## src/rtl/hms_timer.sv

```systemverilog
// hms_timer: hh:mm:ss BCD timer/stopwatch with a one-second prescaler.
//
// Parameters
//   TICK_DIV  clk cycles per one-second tick (>= 2)
//   HOUR_MAX  highest hour value, 1..99
//   WRAP      up-mode behaviour at HOUR_MAX:59:59 (1 = roll over, 0 = hold and stop)
//
// Ports
//   clk_i, rst_i      clock, synchronous active-high reset
//   start_i, stop_i   begin/resume and pause pulses
//   clear_i           zero the digits and stop
//   mode_i            0 = count up, 1 = count down
//   load_i, load_val_i  preset the digits from BCD {h1,h0,m1,m0,s1,s0}
//   lap_i             snapshot the current digits into lap_digits_o
//   digits_o          current BCD time, s0 in [3:0]
//   lap_digits_o      last lap snapshot
//   running_o         counting enabled
//   tick_o            one-cycle pulse on every digit update
//   done_o            one-cycle pulse when a terminal value stops the count
//   load_err_o        one-cycle pulse when a load is rejected
module hms_timer #(
  parameter int TICK_DIV = 50000000,
  parameter int HOUR_MAX = 99,
  parameter int WRAP     = 0
) (
  input  logic        clk_i,
  input  logic        rst_i,
  input  logic        start_i,
  input  logic        stop_i,
  input  logic        clear_i,
  input  logic        mode_i,
  input  logic        load_i,
  input  logic [23:0] load_val_i,
  input  logic        lap_i,
  output logic [23:0] digits_o,
  output logic [23:0] lap_digits_o,
  output logic        running_o,
  output logic        tick_o,
  output logic        done_o,
  output logic        load_err_o
);

  localparam int            PW      = $clog2(TICK_DIV);
  localparam logic [PW-1:0] PS_LAST = PW'(TICK_DIV - 1);
  localparam logic [7:0]    HMAX    = 8'(HOUR_MAX);

  logic [23:0]   digits_q, digits_d;
  logic [23:0]   lap_q, lap_d;
  logic          run_q, run_d;
  logic          tick_q, tick_d;
  logic          done_q, done_d;
  logic          lerr_q, lerr_d;
  logic [PW-1:0] ps_q, ps_d;

  // Current digit fields
  logic [3:0] s0, s1, m0, m1, h0, h1;
  assign {h1, h0, m1, m0, s1, s0} = digits_q;

  // Hour value as binary, for the HOUR_MAX comparisons
  logic [7:0] hrs;
  assign hrs = {1'b0, h1, 3'b000} + {3'b000, h1, 1'b0} + {4'b0000, h0};

  logic zero;
  assign zero = (digits_q == 24'h0);

  // Up-mode terminal; the "greater than" leg covers hours that are already
  // beyond the limit, which then get the same hold/wrap treatment.
  logic at_term;
  assign at_term = (hrs > HMAX) ||
                   ((hrs == HMAX) && (m1 == 4'd5) && (m0 == 4'd9) &&
                    (s1 == 4'd5) && (s0 == 4'd9));

  // Up-count carry chain
  logic c0, c1, c2, c3, c4;
  logic [23:0] up_val;
  assign c0 = (s0 == 4'd9);
  assign c1 = c0 & (s1 == 4'd5);
  assign c2 = c1 & (m0 == 4'd9);
  assign c3 = c2 & (m1 == 4'd5);
  assign c4 = c3 & (h0 == 4'd9);
  assign up_val = {
    c4 ? h1 + 4'd1 : h1,
    c3 ? (c4 ? 4'd0 : h0 + 4'd1) : h0,
    c2 ? (c3 ? 4'd0 : m1 + 4'd1) : m1,
    c1 ? (c2 ? 4'd0 : m0 + 4'd1) : m0,
    c0 ? (c1 ? 4'd0 : s1 + 4'd1) : s1,
    c0 ? 4'd0 : s0 + 4'd1
  };

  // Down-count borrow chain
  logic b0, b1, b2, b3, b4;
  logic [23:0] dn_val;
  assign b0 = (s0 == 4'd0);
  assign b1 = b0 & (s1 == 4'd0);
  assign b2 = b1 & (m0 == 4'd0);
  assign b3 = b2 & (m1 == 4'd0);
  assign b4 = b3 & (h0 == 4'd0);
  assign dn_val = {
    b4 ? h1 - 4'd1 : h1,
    b3 ? (b4 ? 4'd9 : h0 - 4'd1) : h0,
    b2 ? (b3 ? 4'd5 : m1 - 4'd1) : m1,
    b1 ? (b2 ? 4'd9 : m0 - 4'd1) : m0,
    b0 ? (b1 ? 4'd5 : s1 - 4'd1) : s1,
    b0 ? 4'd9 : s0 - 4'd1
  };

  // Preset validation
  logic [3:0] l0, l1, l2, l3, l4, l5;
  logic [7:0] lhrs;
  logic       load_ok;
  assign {l5, l4, l3, l2, l1, l0} = load_val_i;
  assign lhrs = {1'b0, l5, 3'b000} + {3'b000, l5, 1'b0} + {4'b0000, l4};
  assign load_ok = (l0 <= 4'd9) && (l1 <= 4'd5) && (l2 <= 4'd9) &&
                   (l3 <= 4'd5) && (l4 <= 4'd9) && (l5 <= 4'd9) &&
                   (lhrs <= HMAX);

  // The prescaler only advances in cycles where no control outranking start
  // is active; a start while already running leaves counting undisturbed.
  logic cnt_en;
  assign cnt_en = run_q & ~clear_i & ~load_i & ~stop_i;

  always_comb begin
    digits_d = digits_q;
    lap_d    = lap_i ? digits_q : lap_q;
    run_d    = run_q;
    tick_d   = 1'b0;
    done_d   = 1'b0;
    lerr_d   = 1'b0;
    ps_d     = ps_q;

    if (clear_i) begin
      digits_d = 24'h0;
      run_d    = 1'b0;
      ps_d     = '0;
    end else if (load_i) begin
      if (load_ok) begin
        digits_d = load_val_i;
        ps_d     = '0;
      end else begin
        lerr_d = 1'b1;
      end
    end else if (stop_i) begin
      run_d = 1'b0;
    end else if (start_i) begin
      if (!(mode_i && zero)) run_d = 1'b1;
    end

    if (cnt_en) begin
      if (ps_q == PS_LAST) begin
        ps_d = '0;
        if (!mode_i) begin
          if (at_term) begin
            if (WRAP != 0) begin
              digits_d = 24'h0;
              tick_d   = 1'b1;
            end else begin
              run_d  = 1'b0;
              done_d = 1'b1;
            end
          end else begin
            digits_d = up_val;
            tick_d   = 1'b1;
          end
        end else if (zero) begin
          // Running down from zero (mode flipped after starting at 0):
          // nothing to decrement, so terminate without a digit update.
          run_d  = 1'b0;
          done_d = 1'b1;
        end else begin
          digits_d = dn_val;
          tick_d   = 1'b1;
          if (dn_val == 24'h0) begin
            run_d  = 1'b0;
            done_d = 1'b1;
          end
        end
      end else begin
        ps_d = ps_q + 1'b1;
      end
    end
  end

  always_ff @(posedge clk_i) begin
    if (rst_i) begin
      digits_q <= 24'h0;
      lap_q    <= 24'h0;
      run_q    <= 1'b0;
      tick_q   <= 1'b0;
      done_q   <= 1'b0;
      lerr_q   <= 1'b0;
      ps_q     <= '0;
    end else begin
      digits_q <= digits_d;
      lap_q    <= lap_d;
      run_q    <= run_d;
      tick_q   <= tick_d;
      done_q   <= done_d;
      lerr_q   <= lerr_d;
      ps_q     <= ps_d;
    end
  end

  assign digits_o     = digits_q;
  assign lap_digits_o = lap_q;
  assign running_o    = run_q;
  assign tick_o       = tick_q;
  assign done_o       = done_q;
  assign load_err_o   = lerr_q;

endmodule
```

## config.mk

```make
export PLATFORM = sky130hd
export DESIGN_NAME = hms_timer
export DESIGN_NICKNAME = d
export VERILOG_FILES = /design/src/rtl/hms_timer.sv
export SDC_FILE = /design/constraint.sdc
export NUM_CORES = 1
export LEC_CHECK = 0
export BUFFER_PORTS_ARGS = -buffer_cell sky130_fd_sc_hd__buf_2
export CAP_MARGIN = 0
export CORE_MARGIN = 3
export CORE_UTILIZATION = 60
export CTS_BUF_LIST = sky130_fd_sc_hd__clkbuf_4 sky130_fd_sc_hd__clkbuf_8
export DETAILED_ROUTE_END_ITERATION = 7
export PLACE_DENSITY = 0.9
export REMOVE_ABC_BUFFERS = 1
export SLEW_MARGIN = 25
export SYNTH_ARGS = -nofsm -noshare
export SYNTH_HDL_FRONTEND = slang
export SYNTH_SLANG_ARGS = --single-unit
```

## constraint.sdc

```tcl
create_clock -name clk_i -period 5.1 [get_ports clk_i]
set_clock_uncertainty 0.15 [all_clocks]
set_input_delay 0.765 -clock clk_i [delete_from_list [all_inputs] [get_ports clk_i]]
set_output_delay 0.765 -clock clk_i [all_outputs]
set_load 0.1 [all_outputs]
```

======== Yosys cells after proc, flatten, opt, wreduce, memory -nomap -nowiden ========
Cells that the tools add are included.
storage, ports and cells
  flip-flop bits (word level) ............. 78
  output and inout port bits .............. 52
  bits of input ports ..................... 32
operators by class
  multiplexer cells ....................... 52
  $add $sub $neg .......................... 17
  bitwise logic cells ..................... 16
  equality and inequality tests ........... 12
  reduce and logical (&&, ||, !) cells .... 24
  $lt $le $gt $ge ......................... 8
operators by type and width
  operator               count
  $mux 24                8
  $mux 26                5
  $mux 4                 20
  $logic_not 24->1       2
  $add 26x1->26 const B  1
  $eq 26x26->1 const B   1
  $ne 5x5->1 const B     5
  $add 4x1->4 const B    6
  $sub 4x1->4 const B    6
  $logic_not 4->1        5
  $mux 1                 19
  $add 7x5->8            2
  $add 8x4->8            2
  $le 4x4->1 const B     4
  $eq 4x4->1 const B     3
  $and 1x1->1            11
  $logic_and 1x1->1      11
  $eq 4x3->1 const B     2
  $eq 8x7->1 const B     1
  $gt 8x7->1 const B     1
  $le 4x3->1 const B     2
  $le 8x7->1 const B     1
  $reduce_bool 3->1      2
  $reduce_or 3->1        2
  other kinds (3)        7

======== Logic depth before layout (Yosys ltp) ========
  word-level depth ........................ 14
  gate-level depth with buffers ........... 14
  mapped depth without buffers ............ 11

======== Worst setup path before layout ========
OpenSTA, ideal clock, no wires.
  path kind ............................... register to register
  start ................................... register digits_q[20] (netlist: digits_o[20])
  end ..................................... register digits_q[21] (netlist: digits_o[21])
  stages on the path, launching flop included .. 11
  path buffers ............................ 0
  slack ................................... 961 ps
  period minus slack after synthesis ...... 4,139 ps
  arrival ................................. 3,893 ps
  cell sequence ........................... dfxtp_1 > inv_1 > fa_1 > fa_1 > xnor2_1 > nor3b_1 > o41ai_4 > o21a_4 > nor4_2 > a221oi_1 > a221oi_1
on the way
  longest elaborated chain between the ends .. 12
RTL lines
  item                                                                  line  RTL
  start, declared                                                       47    logic [23:0] digits_q, digits_d;
  start signal, assigned                                                193   digits_q <= digits_d;
  parallel branches: the longest is 12 deep, another holds $add 7x5->8  --
Several ways; the timed one is not identified. The select of a mux whose other input is x is not followed.
A chain may end at the register's enable or synchronous reset.

======== Worst setup path after layout ========
  start ................................... register digits_q[20] (netlist: digits_o[20])
  end ..................................... register digits_q[20] (netlist: digits_o[20])
The elaborated chain is that of the path after synthesis.

==> metrics.txt <==
Post-synth EDFFs 0; sequential cell area fraction in the yosys report 25.9%; RSZ-0062 raised after global routing no; Post-Route Utilization 69.2%; Initial Util 63.4%; crit path buf inv count 1; type of the worst min-delay path register to register; via count 6192; GRT Util Overall 32.0%; total power 1.23 mW; Die X 106 µm; drt initial violations 636; P&R area growth vs syn 9.14%; Fin Hold WS 0.344 ns; largest net degree at the start of global routing 58; row count 35; share of cells above drive strength 1 19.0%; worst r2r src digits_o[20]; area post-placement 6370 µm²; core area 9500 µm²; CP top delay family adder cells; Final nets 859; die height 106 µm; Power Density 186 nW/µm²; setup TNS 0 ns; Slew headroom 37.6%; Synth Cell Area 6020 µm²; final count of negative-setup-slack endpoints 0; Clock Sinks 78; CTS Buffer Depth 2; crit path launch digits_o[20]; Synth warnings 0; max incr delay on CP 0.65 ns; TritonCTS buffer count 9; io pins 84; vias in the first global route 5928; final cycle utilization of the critical path 82.9%; clock latency on the worst-skew pair 0.36 ns; total congestion overflow 0; CTS tree built; fmax 237 MHz; Critical Path End Type register; Post-Synthesis Cells 741; Vias/cell 6.71; post-CTS setup buffers 0; Worst-Margin Slew 0.932 ns; Final Max Slew Viols 0; post-layout min period 4.23 ns; WP depth 10; number of diodes 0; CTS resizes 0; 1st-pass router iterations 7; Peak supply drop 147 µV; initial antenna violation count 0; Worst EP arrival 4.34 ns; Setup CP Type register to register; hold path cells 2; first-pass GRT wire length 29.4 mm; P_leak 2.65 nW; Final Hold Vio Count 0; HPWL after DPL 12.7 mm; outcome finished, final reports clean; HP Start lap_digits_o[22]; ys async rst share 0%; average wire per standard cell 19.4 µm; final WL 17.9 mm; post-route cell area 6570 µm²; Die ar. 11300 µm²; Synth Register Bits 78; MaxCap Viol Count 0; Slowest-stage cell, CP nor4_2; reg2reg path depth 10; Yosys cell types 88; cts hold-fix bufs 0; Post-synth top flop dfxtp_1; most frequent CP cell fa_1; syn_area_per_cell 8.13 µm²; DRT antenna net count 0; crit-path max FO 23; CP required 5.22 ns; Worst setup SP type register; Root Driver clkbuf_8; DRC 0; Reg clk slew, reported paths 0.08 ns; gpl congestion 0.980; H-tree depth 3; Cell Chain, Critical Path inv_1 -> fa_1 -> fa_1 -> xnor2_1 -> nor3b_1 -> o41ai_4 -> o21a_4 -> nor4_2 -> a211oi_1 -> a221oi_1; IO Port Bufs 83
==> area by class of cell <==
cell class | count | area, µm²
clock buffers | 11 | 139
clock inverters | 5 | 60.1
fillers | 805 | 2930
inverters | 36 | 135
multi-input cells | 576 | 4060
flip-flops and latches | 78 | 1560
well taps | 129 | 161
repair buffers | 88 | 453
==> state kept, by name, summed over array words and instances, names as in the netlist <==
signal	count
digits_o	24
load_err_o	1
tick_o	1
running_o	1
lap_digits_o	24
done_o	1
ps_q	26
==> routing by layer <==
| layer | part of all wire, % | global-route usage [%] |
|---|---|---|
| met5 | 0 | 0 |
| met4 | 4.0 | 15.1 |
| met3 | 10 | 4.92 |
| met2 | 46 | 52.0 |
| met1 | 40 | 41.6 |
==> worst register-to-register path: stages, from the launching register on <==
cell and delay, ns:
dfxtp_1 0.58, inv_1 0.27, fa_1 0.57, fa_1 0.50, xnor2_1 0.15, nor3b_1 0.33, o41ai_4 0.21, o21a_4 0.26
nor4_2 0.66, a211oi_1 0.17, a221oi_1 0.30
==> cell usage after synthesis, types with 9 or more instances <==
cell	n	area share, %
a211oi_1	14	1.7
a21oi_1	48	4.0
clkbuf_1	26	1.6
mux2_2	16	3.0
dfxtp_1	78	26
a311oi_1	14	2.0
inv_1	36	2.2
nor3_1	31	2.6
nand3_1	34	2.8
ha_1	34	7.1
nor2_1	84	5.2
nand2_1	45	2.8
o21ai_0	32	2.7
a31oi_1	9	0.94
mux2i_1	33	5.5
buf_2	12	1.0
nand4_1	16	1.7
==> report_power, final <==
group | total, mW | leakage (nW) | internal, mW | switching [mW]
clock network | 0.488 | 0.100 | 0.238 | 0.250
registers | 0.611 | 0.628 | 0.609 | 0.00141
logic | 0.126 | 1.92 | 0.0421 | 0.0843
total | 1.23 | 2.65 | 0.890 | 0.335
==> path summary, 6_finish.rpt <==
kind                                    endpoint  slack (ns)
worst min register to register  lap_digits_o[22]        0.34
worst max-delay path                digits_o[20]        0.87
worst max register to register      digits_o[20]        0.87
worst min-delay path            lap_digits_o[22]        0.34
==> cell usage in the layout, fill, tap and decap left out, types with 7 or more instances in the layout <==
master and count:
clkbuf_8 9, mux2_2 16, mux2i_1 33, a21oi_1 48, nand4_1 16, nor4_1 7
inv_1 36, nand2_1 45, o21ai_0 32, a311oi_1 14, buf_2 83, dfxtp_1 78
nand3_1 34, ha_1 34, nor2_1 84, and2_1 7, a211oi_1 14, and4_1 7
xnor2_1 7, a31oi_1 9, nor3_1 31
==> cell families after synthesis <==
logic type                 after synthesis  share of synthesized area, %
and+or+nand+nor                        285                          25.7
AOI/OAI and AO/OA                      193                          23.3
buffers and inverters                   87                          6.61
DFF                                     78                          25.9
muxes                                   49                          8.48
adders and majority gates               38                          8.40
xor gates and xnor gates                11                          1.60
==> per-stage QoR <==
step                setup WS, ns  cells
CTS                        0.980    923
finish                     0.874    923
floorplan                  0.869    690
detailed placement         0.598    907
global route               0.719    923
global placement           0.747    907
Note: power is estimated with default switching activity, not from simulation.
